[src/rtl/dmem_mmio.sv]
// Data-side memory for the single-cycle core: word RAM, a writable cycle counter,
// and a store-to-stream FIFO drained through a valid/ready handshake.
module dmem_mmio #(
    parameter int RAM_WORDS  = 64,
    parameter int FIFO_DEPTH = 4
) (
    input  logic        clk,
    input  logic        reset,
    input  logic        WE,
    input  logic [31:0] address_to_mem,
    input  logic [31:0] data_to_mem,
    output logic [31:0] data_from_mem,
    output logic [31:0] out_data,
    output logic        out_valid,
    input  logic        out_ready
);

    localparam int AW = $clog2(RAM_WORDS);
    localparam int PW = $clog2(FIFO_DEPTH);
    localparam logic [31:0] A_CYCLE  = 32'hFFFF_0000;
    localparam logic [31:0] A_STATUS = 32'hFFFF_0004;
    localparam logic [31:0] A_TXDATA = 32'hFFFF_0008;
    localparam logic [31:0] RAM_BYTES = 32'(RAM_WORDS * 4);

    logic [31:0]   r_ram  [RAM_WORDS];
    logic [31:0]   r_fifo [FIFO_DEPTH];
    logic [31:0]   r_cycle;
    logic [PW-1:0] r_rd_ptr;
    logic [PW-1:0] r_wr_ptr;
    logic [PW:0]   r_count;
    logic          r_ovf;

    logic          w_ram_sel;
    logic          w_cyc_sel;
    logic          w_stat_sel;
    logic          w_tx_sel;
    logic [AW-1:0] w_ram_idx;
    logic          w_empty;
    logic          w_full;
    logic          w_pop;
    logic          w_push_req;
    logic          w_push_ok;
    logic [31:0]   w_status;

    assign w_ram_sel  = (address_to_mem < RAM_BYTES);
    assign w_cyc_sel  = (address_to_mem == A_CYCLE);
    assign w_stat_sel = (address_to_mem == A_STATUS);
    assign w_tx_sel   = (address_to_mem == A_TXDATA);
    assign w_ram_idx  = address_to_mem[AW+1:2];

    assign w_empty    = (r_count == '0);
    assign w_full     = (r_count == (PW+1)'(FIFO_DEPTH));
    assign out_valid  = !w_empty;
    assign out_data   = r_fifo[r_rd_ptr];
    assign w_pop      = out_valid && out_ready;
    assign w_push_req = WE && w_tx_sel;
    // A pop on the same edge frees the slot, so a full FIFO can still take a push.
    assign w_push_ok  = w_push_req && (!w_full || w_pop);

    assign w_status   = {24'd0, r_ovf, 5'(r_count), w_full, w_empty};

    always_comb begin
        data_from_mem = 32'd0;
        if (w_ram_sel)
            data_from_mem = r_ram[w_ram_idx];
        else if (w_cyc_sel)
            data_from_mem = r_cycle;
        else if (w_stat_sel)
            data_from_mem = w_status;
    end

    always_ff @(posedge clk) begin
        if (WE && w_ram_sel)
            r_ram[w_ram_idx] <= data_to_mem;
    end

    always_ff @(posedge clk) begin
        if (w_push_ok)
            r_fifo[r_wr_ptr] <= data_to_mem;
    end

    always_ff @(posedge clk or posedge reset) begin
        if (reset)
            r_cycle <= 32'd0;
        else if (WE && w_cyc_sel)
            r_cycle <= data_to_mem;
        else
            r_cycle <= r_cycle + 32'd1;
    end

    always_ff @(posedge clk or posedge reset) begin
        if (reset) begin
            r_rd_ptr <= '0;
            r_wr_ptr <= '0;
            r_count  <= '0;
            r_ovf    <= 1'b0;
        end else begin
            if (w_pop)
                r_rd_ptr <= r_rd_ptr + PW'(1);
            if (w_push_ok)
                r_wr_ptr <= r_wr_ptr + PW'(1);
            case ({w_push_ok, w_pop})
                2'b10:   r_count <= r_count + (PW+1)'(1);
                2'b01:   r_count <= r_count - (PW+1)'(1);
                default: r_count <= r_count;
            endcase
            if (w_push_req && !w_push_ok)
                r_ovf <= 1'b1;
            else if (WE && w_stat_sel)
                r_ovf <= 1'b0;
        end
    end

endmodule
[config.mk]
export PLATFORM = sky130hd
export DESIGN_NAME = dmem_mmio
export DESIGN_NICKNAME = d
export VERILOG_FILES = /design/src/rtl/dmem_mmio.sv
export SDC_FILE = /design/constraint.sdc
export NUM_CORES = 2
export LEC_CHECK = 0
export BUFFER_PORTS_ARGS = -buffer_cell sky130_fd_sc_hd__buf_2
export CAP_MARGIN = 20
export CORE_UTILIZATION = 55
export CTS_BUF_LIST = sky130_fd_sc_hd__clkbuf_2 sky130_fd_sc_hd__clkbuf_4 sky130_fd_sc_hd__clkbuf_8
export CTS_CLUSTER_SIZE = 40
export DETAILED_ROUTE_END_ITERATION = 6
export PLACE_DENSITY = 0.78
export REMOVE_ABC_BUFFERS = 1
export SETUP_SLACK_MARGIN = 0.5
export SLEW_MARGIN = 40
export SYNTH_ARGS = -nofsm -noshare
export SYNTH_HDL_FRONTEND = slang
export SYNTH_SLANG_ARGS = --single-unit
[constraint.sdc]
create_clock -name clk -period 3.6 [get_ports clk]
set_input_delay 0.72 -clock clk [delete_from_list [all_inputs] [get_ports clk]]
set_output_delay 0.72 -clock clk [all_outputs]
set_load 0.01 [all_outputs]
## Word level (Yosys, flattened, before mapping)

Memories as Yosys holds them, arrays and structs flattened.
Index checks and enable logic that the tools add are counted.

| word-level totals | value |
|---|---|
| flip-flop bits (word level) | 40 |
| memory bits (writable) | 2176 |
| output and inout bits | 65 |
| logic and storage cells | 44 |
| memories kept | 2 |

| cells by class | value |
|---|---|
| add/subtract/negate cells | 5 |
| order comparisons | 1 |
| equality and inequality tests | 6 |
| multiplexer cells | 11 |
| reductions and logical operators | 14 |

Memory list:

| memory | depth | width | rd ports | clocked after memory_dff | write ports | RTL line | RTL |
|---|---|---|---|---|---|---|---|
| r_ram | 64 | 32 | 1 | 0 | 1 | 25 | `logic [31:0] r_ram [RAM_WORDS];` |
| r_fifo | 4 | 32 | 1 | 0 | 1 | 26 | `logic [31:0] r_fifo [FIFO_DEPTH];` |

Operator list:

| cell | count |
|---|---|
| == test 32 bit (second input constant) | 3 |
| 2-to-1 mux 32 bit | 3 |
| adder 32 x 1 -> 32 bit (second input constant) | 1 |
| < comparator 32 x 9 -> 1 bit (second input constant) | 1 |
| 2-to-1 mux 8 bit | 1 |
| logical AND 1 bit | 7 |
| 2-to-1 mux 1 bit | 6 |
| case mux 3 bit (2 select lines) | 1 |
| adder 2 x 1 -> 2 bit (second input constant) | 2 |
| nonzero test 2 bit | 2 |
| adder 3 x 1 -> 3 bit (second input constant) | 1 |
| == test 3 bit (second input constant) | 1 |
| zero test 1 bit | 3 |
| zero test 3 bit | 1 |
| subtractor 3 x 1 -> 3 bit (second input constant) | 1 |
| == test 2 x 1 -> 1 bit (second input constant) | 1 |
| == test 2 bit (second input constant) | 1 |
| logical OR 1 bit | 1 |

## Depth between registers and ports, before layout

| logic depth | value |
|---|---|
| word-level depth | 8 |
| depth in mapped cells | 11 |

## Least setup slack after synthesis

Ideal clock, no wire load.

| timing path | value |
|---|---|
| kind | input to register |
| start | input port address_to_mem[2] |
| end | memory r_ram[11][0], enable pin |
| setup time | 421 ps |
| data arrival time | 3524 ps |
| data required time | 3179 ps |
| path slack | -345 ps |
| stages | 9 |
| path buffers | 6 |
| path through | buf_6 buf_6 buf_6 buf_4 buf_4 nand3_1 or3_1 clkbuf_1 nor2_1 |

| on the way | value |
|---|---|
| cells in the longest elaborated chain, start to end | 4 |

RTL lines:

| item | RTL line | RTL |
|---|---|---|
| start: declaration | 10 | `input logic [31:0] address_to_mem,` |
| < comparator 32 x 9 -> 1 bit | 45 | `assign w_ram_sel = (address_to_mem < RAM_BYTES);` |
| logical AND 1 bit | 73 | `if (WE && w_ram_sel)` |
| 2-to-1 mux 1 bit | 73 |  |
| 2-to-1 mux 1 bit (not written as such) | 74 | `r_ram[w_ram_idx] <= data_to_mem;` |
| end: declaration | 25 |  |

Parallel ways exist; a longest one is shown, timed or not.

## Worst setup path after layout

| timing path | value |
|---|---|
| start | memory r_ram[29][0] |
| end | output port data_from_mem[0] |

| on the way | value |
|---|---|
| cells in the longest elaborated chain, start to end | 2 |

RTL lines:

| item | RTL line | RTL |
|---|---|---|
| memory (64 x 32 bit) | - |  |
| 2-to-1 mux 32 bit | 64 | `if (w_ram_sel)` |
| end: declaration | 12 | `output logic [31:0] data_from_mem,` |

Every way passes these cells.

==> run summary <==
MIN PATH
-----------------------------------------------------------------------------------------
Hold/Removal Path Class .................................................... primary input to register

CLOCK TREE
-----------------------------------------------------------------------------------------
H-tree lvl count ...........................................................            5
CTS tree ...................................................................        built
TritonCTS Buffers ..........................................................          352
Clock latency on the worst-skew pair .......................................      1.03 ns
Clock Path Buffers .........................................................            4
Register clock-pin slew on the reported worst setup and hold paths .........      0.06 ns
Clock sink count ...........................................................         2216
Clock root cell ............................................................     clkbuf_8

FLOORPLANNING
-----------------------------------------------------------------------------------------
Die area ...................................................................   0.1570 mm²
Floorplan die height .......................................................     396.3 µm
Horizontal extent of the die ...............................................     396.3 µm
Io pins ....................................................................          133
Effective utilization at floorplan .........................................       0.5543
Placeable core area ........................................................   0.1542 mm²
Row count ..................................................................          144

LOGIC SYNTHESIS
-----------------------------------------------------------------------------------------
Top cell type by total area after synthesis ................................     edfxtp_1
Post-synthesis share of cell area spent on xor and xnor gates ..............     0.003586
Number of distinct library cells after synthesis ...........................           69
Commonest register cell after synthesis ....................................     edfxtp_1
Cell count after synthesis .................................................         3931
Number of storage elements in the synthesis netlist ........................         2216
Average cell area after synthesis ..........................................    21.75 µm²
Register area share after synthesis ........................................       0.7760
Yosys warns ................................................................            0
Proportion of register bits with asynchronous set or reset after synthesis .      0.01805
Cell area after synthesis ..................................................  0.08549 mm²
Multiplexer area fraction after synthesis ..................................       0.1479
Simple-Gate Fraction of Synth Area .........................................      0.02428
Post-synthesis compound-gate area fraction .................................      0.03221
Area share of the largest cell type after synthesis ........................       0.7643
Top cells by area in the synthesized netlist ............................... edfxtp_1 (76%), mux4_2 (13%), mux2i_1 (1.7%)
Synth Area in Adders .......................................................    0.0009659
Number of enable flip-flop cells after synthesis ...........................         2176
Dominant combinational cell family by area after synthesis ................. multiplexers

GLOBAL ROUTE
-----------------------------------------------------------------------------------------
Wire length of the first global-routing pass ...............................    363100 µm
Via count of the first global-routing pass .................................        49380
Total Routing Usage GR .....................................................       0.3346
Maximum number of pins on one net before global-route repair ...............           70
GRT Residual Overflow ......................................................            0
Number of antenna violations at the first check in global routing ..........            9

DRT
-----------------------------------------------------------------------------------------
Post-detailed-route via-to-cell ratio ......................................        6.853
Number of optimization iterations in the first detailed-route pass .........            7
Total via count in the routed design .......................................        50080
Total length of routed wires ...............................................    266000 µm
Wire length per cell after detailed routing ................................     36.39 µm
Number of routed nets with antenna violations ..............................            0
Drt drc ....................................................................           39
Number of DRC markers in iteration 0 .......................................         8524

WORST SETUP PATH
-----------------------------------------------------------------------------------------
CP Class ................................................................... register to primary output
Crit path launch type ......................................................     register
Type of element capturing the critical path ................................ primary output
Critical-path top delay cell ...............................................       mux4_2
Maximum fanout along the worst path ........................................            1
Req. time, crit path .......................................................      2.88 ns
Delay contributed by the slowest stage of the critical path ................      0.49 ns
Critical-path cell list .................................................... mux4_2 > a22o_1 > a221oi_2 > buf_4 > o22ai_4 > buf_6 > o32a_1 > buf_2
Data arrival time of the critical path .....................................      3.40 ns

FINAL LAYOUT
-----------------------------------------------------------------------------------------
Register area ..............................................................  0.06635 mm²
Post-layout nets ...........................................................         5075
Multi-input gate area ......................................................  0.01986 mm²
Final Instance Count excl. Fillers .........................................         7308
Layout cells sized above 1 .................................................       0.4301
Area grow syn2layout .......................................................       22.99%
Fill cell total of the finished layout .....................................         8766

STATUS
-----------------------------------------------------------------------------------------
Run status ................................................................. finished with violations
Violations in the final reports ............................................ DRC, setup timing

STA
-----------------------------------------------------------------------------------------
RSZ-0062 raised after global routing .......................................         true
Setup Viol. Count Final ....................................................           32
Pins Over Slew Limit .......................................................            0
Transition time of the tightest slew-check pin .............................    0.9841 ns
Setup tns final ............................................................    -8.389 ns
Achievable frequency .......................................................    242.8 MHz
Worst-case headroom to the max-slew limit ..................................       0.3439
Final Critical Period ......................................................     4.118 ns
Final clock period utilization by the worst path ...........................        1.144
Endpoints failing hold .....................................................            0
Final critical-path setup slack ............................................   -0.5184 ns
Clock skew after layout ....................................................   0.04463 ns

PLACEMENT
-----------------------------------------------------------------------------------------
Final weighted congestion in routability-driven placement ..................       0.9820
Number of port buffers .....................................................          132
Number of cells in the design after placement ..............................         6586
HPWL reported at the end of detailed placement .............................    163600 µm

POWER
-----------------------------------------------------------------------------------------
Power Dens Cells ........................................................... 494.1 mW/mm²
Leakage power total ........................................................     34.91 nW
Cell Int Power .............................................................    0.04049 W
Combinational share of power ...............................................        0.060
Switching share of power ...................................................       0.2207
Peak supply drop ...........................................................  0.0003714 V
Psw ........................................................................    0.01147 W
Part of the power in the clock network .....................................        0.395
Proportion of power drawn by flip-flops and latches ........................        0.545
Overall power after layout .................................................    0.05195 W

FLOW RUN
-----------------------------------------------------------------------------------------
Max-Cap Viols ..............................................................            0

-- cell usage after synthesis (27+ instances only) --
master	count
dfrtp_1	40
nor3_1	27
mux4_2	490
nand2_1	73
buf_4	31
buf_6	31
buf_2	77
a22oi_1	102
a21oi_1	91
clkbuf_1	64
edfxtp_1	2176
nor2_1	133
mux2i_1	145
nand3_1	55
a221oi_1	36
a22o_1	33
-- layout by cell type, fill, tap and decap left out, types with 57 or more instances in the layout --
cell type	Yosys	final
buf_12	0	156
clkbuf_4	0	126
a22oi_1	102	79
edfxtp_1	2176	2176
nor2_4	0	72
mux4_2	490	490
buf_2	77	57
a21oi_1	91	69
buf_4	31	560
buf_6	31	129
mux2i_1	145	134
nor2_1	133	58
nand2_1	73	63
clkinv_1	1	68
clkbuf_8	0	366
-- flip-flops by register name, indices dropped and copies added (netlist names) --
signal / flops
r_ovf: 1
r_fifo: 128
r_rd_ptr: 2
r_cycle: 32
r_ram: 2048
r_count: 3
r_wr_ptr: 2
-- metal layers --
metal | global-route usage | vias to the layer above | part of all wire | wire length, µm
li1 | - | 18880 | - | -
met1 | 0.4292 | 25250 | 0.32 | 85400
met2 | 0.5048 | 4856 | 0.46 | 122000
met3 | 0.1109 | 1086 | 0.15 | 40740
met4 | 0.1917 | 8 | 0.067 | 17750
met5 | 0 | - | 0.00015 | 41
-- cell families (layout without fill, tap and decap cells) --
kind of cell | count (synthesis) | count (layout)
AO/OA/AOI/OAI | 385 | 385
XOR/XNOR | 35 | 35
adder cells (fa/ha/maj) | 6 | 6
buffers and inverters | 224 | 1547
flip-flops | 2216 | 2216
multiplexers | 649 | 649
other | 0 | 10
AND/OR/NAND/NOR | 416 | 416
-- worst max-delay path: cells and delay by family, from the launching register on --
kind	cells	cell delay (ns)
buffers and inverters	3	0.53
AO/OA/AOI/OAI	4	0.97
multiplexers	1	0.49
flip-flops	1	0.39
-- worst paths after layout --
kind	endpoint	slack, ns	start	cells after the start
setup reg to reg	r_cycle[31]	1.21	r_cycle[12]	6
min in group asynchronous	r_rd_ptr[0]	0.33	reset	3
max in group asynchronous	r_cycle[18]	2.60	reset	4
setup / recovery	data_from_mem[0]	-0.52	r_ram[29][0]	8
hold reg to reg	r_count[2]	0.59	r_count[2]	1
hold / removal	r_ovf	0.15	WE	3
-- power groups by stage --
stage / clock [W] / sequential [W] / combinational [W]
global placement: 0 / 0.0289 / 0.00260
CTS: 0.0205 / 0.0283 / 0.00291
finish: 0.0205 / 0.0283 / 0.00311
global route: 0.0216 / 0.0283 / 0.00317
detailed placement: 0 / 0.0289 / 0.00268
floorplan: 0 / 0.0289 / 0.000824
-- metrics by stage --
step / instance area [µm²] / setup slack (ns) / hold WS, ns / util
floorplan: 84240 / -0.9717 / 0.4694 / -
global placement: 95050 / -0.8634 / 0.5032 / 0.6163
detailed placement: 95090 / -0.8753 / 0.5116 / 0.6166
CTS: 104300 / -0.5425 / 0.03711 / 0.6760
global route: 105100 / -0.5530 / 0.07929 / 0.6817
finish: 105200 / -0.5184 / 0.1496 / 0.6818
-- cell type report --
cell class / count / area share
Tap cell: 2044 / 0.02432
Inverter: 8 / 0.0002975
Antenna cell: 10 / 0.0002380
Clock inverter: 115 / 0.005676
Clock buffer: 492 / 0.05690
Sequential cell: 2216 / 0.6310
Multi-Input combinational cell: 1491 / 0.1889
Timing Repair Buffer: 932 / 0.09270
-- timing repair --
item                       CTS  global route
hold endpoints to repair    32             0
pin swaps                   92            66
hold buffers                 2             0
resized for setup          352           119
gates cloned                10             1
setup buffers               59            32
setup endpoints to repair   64            64
Note: power is estimated with default switching activity, not from simulation.
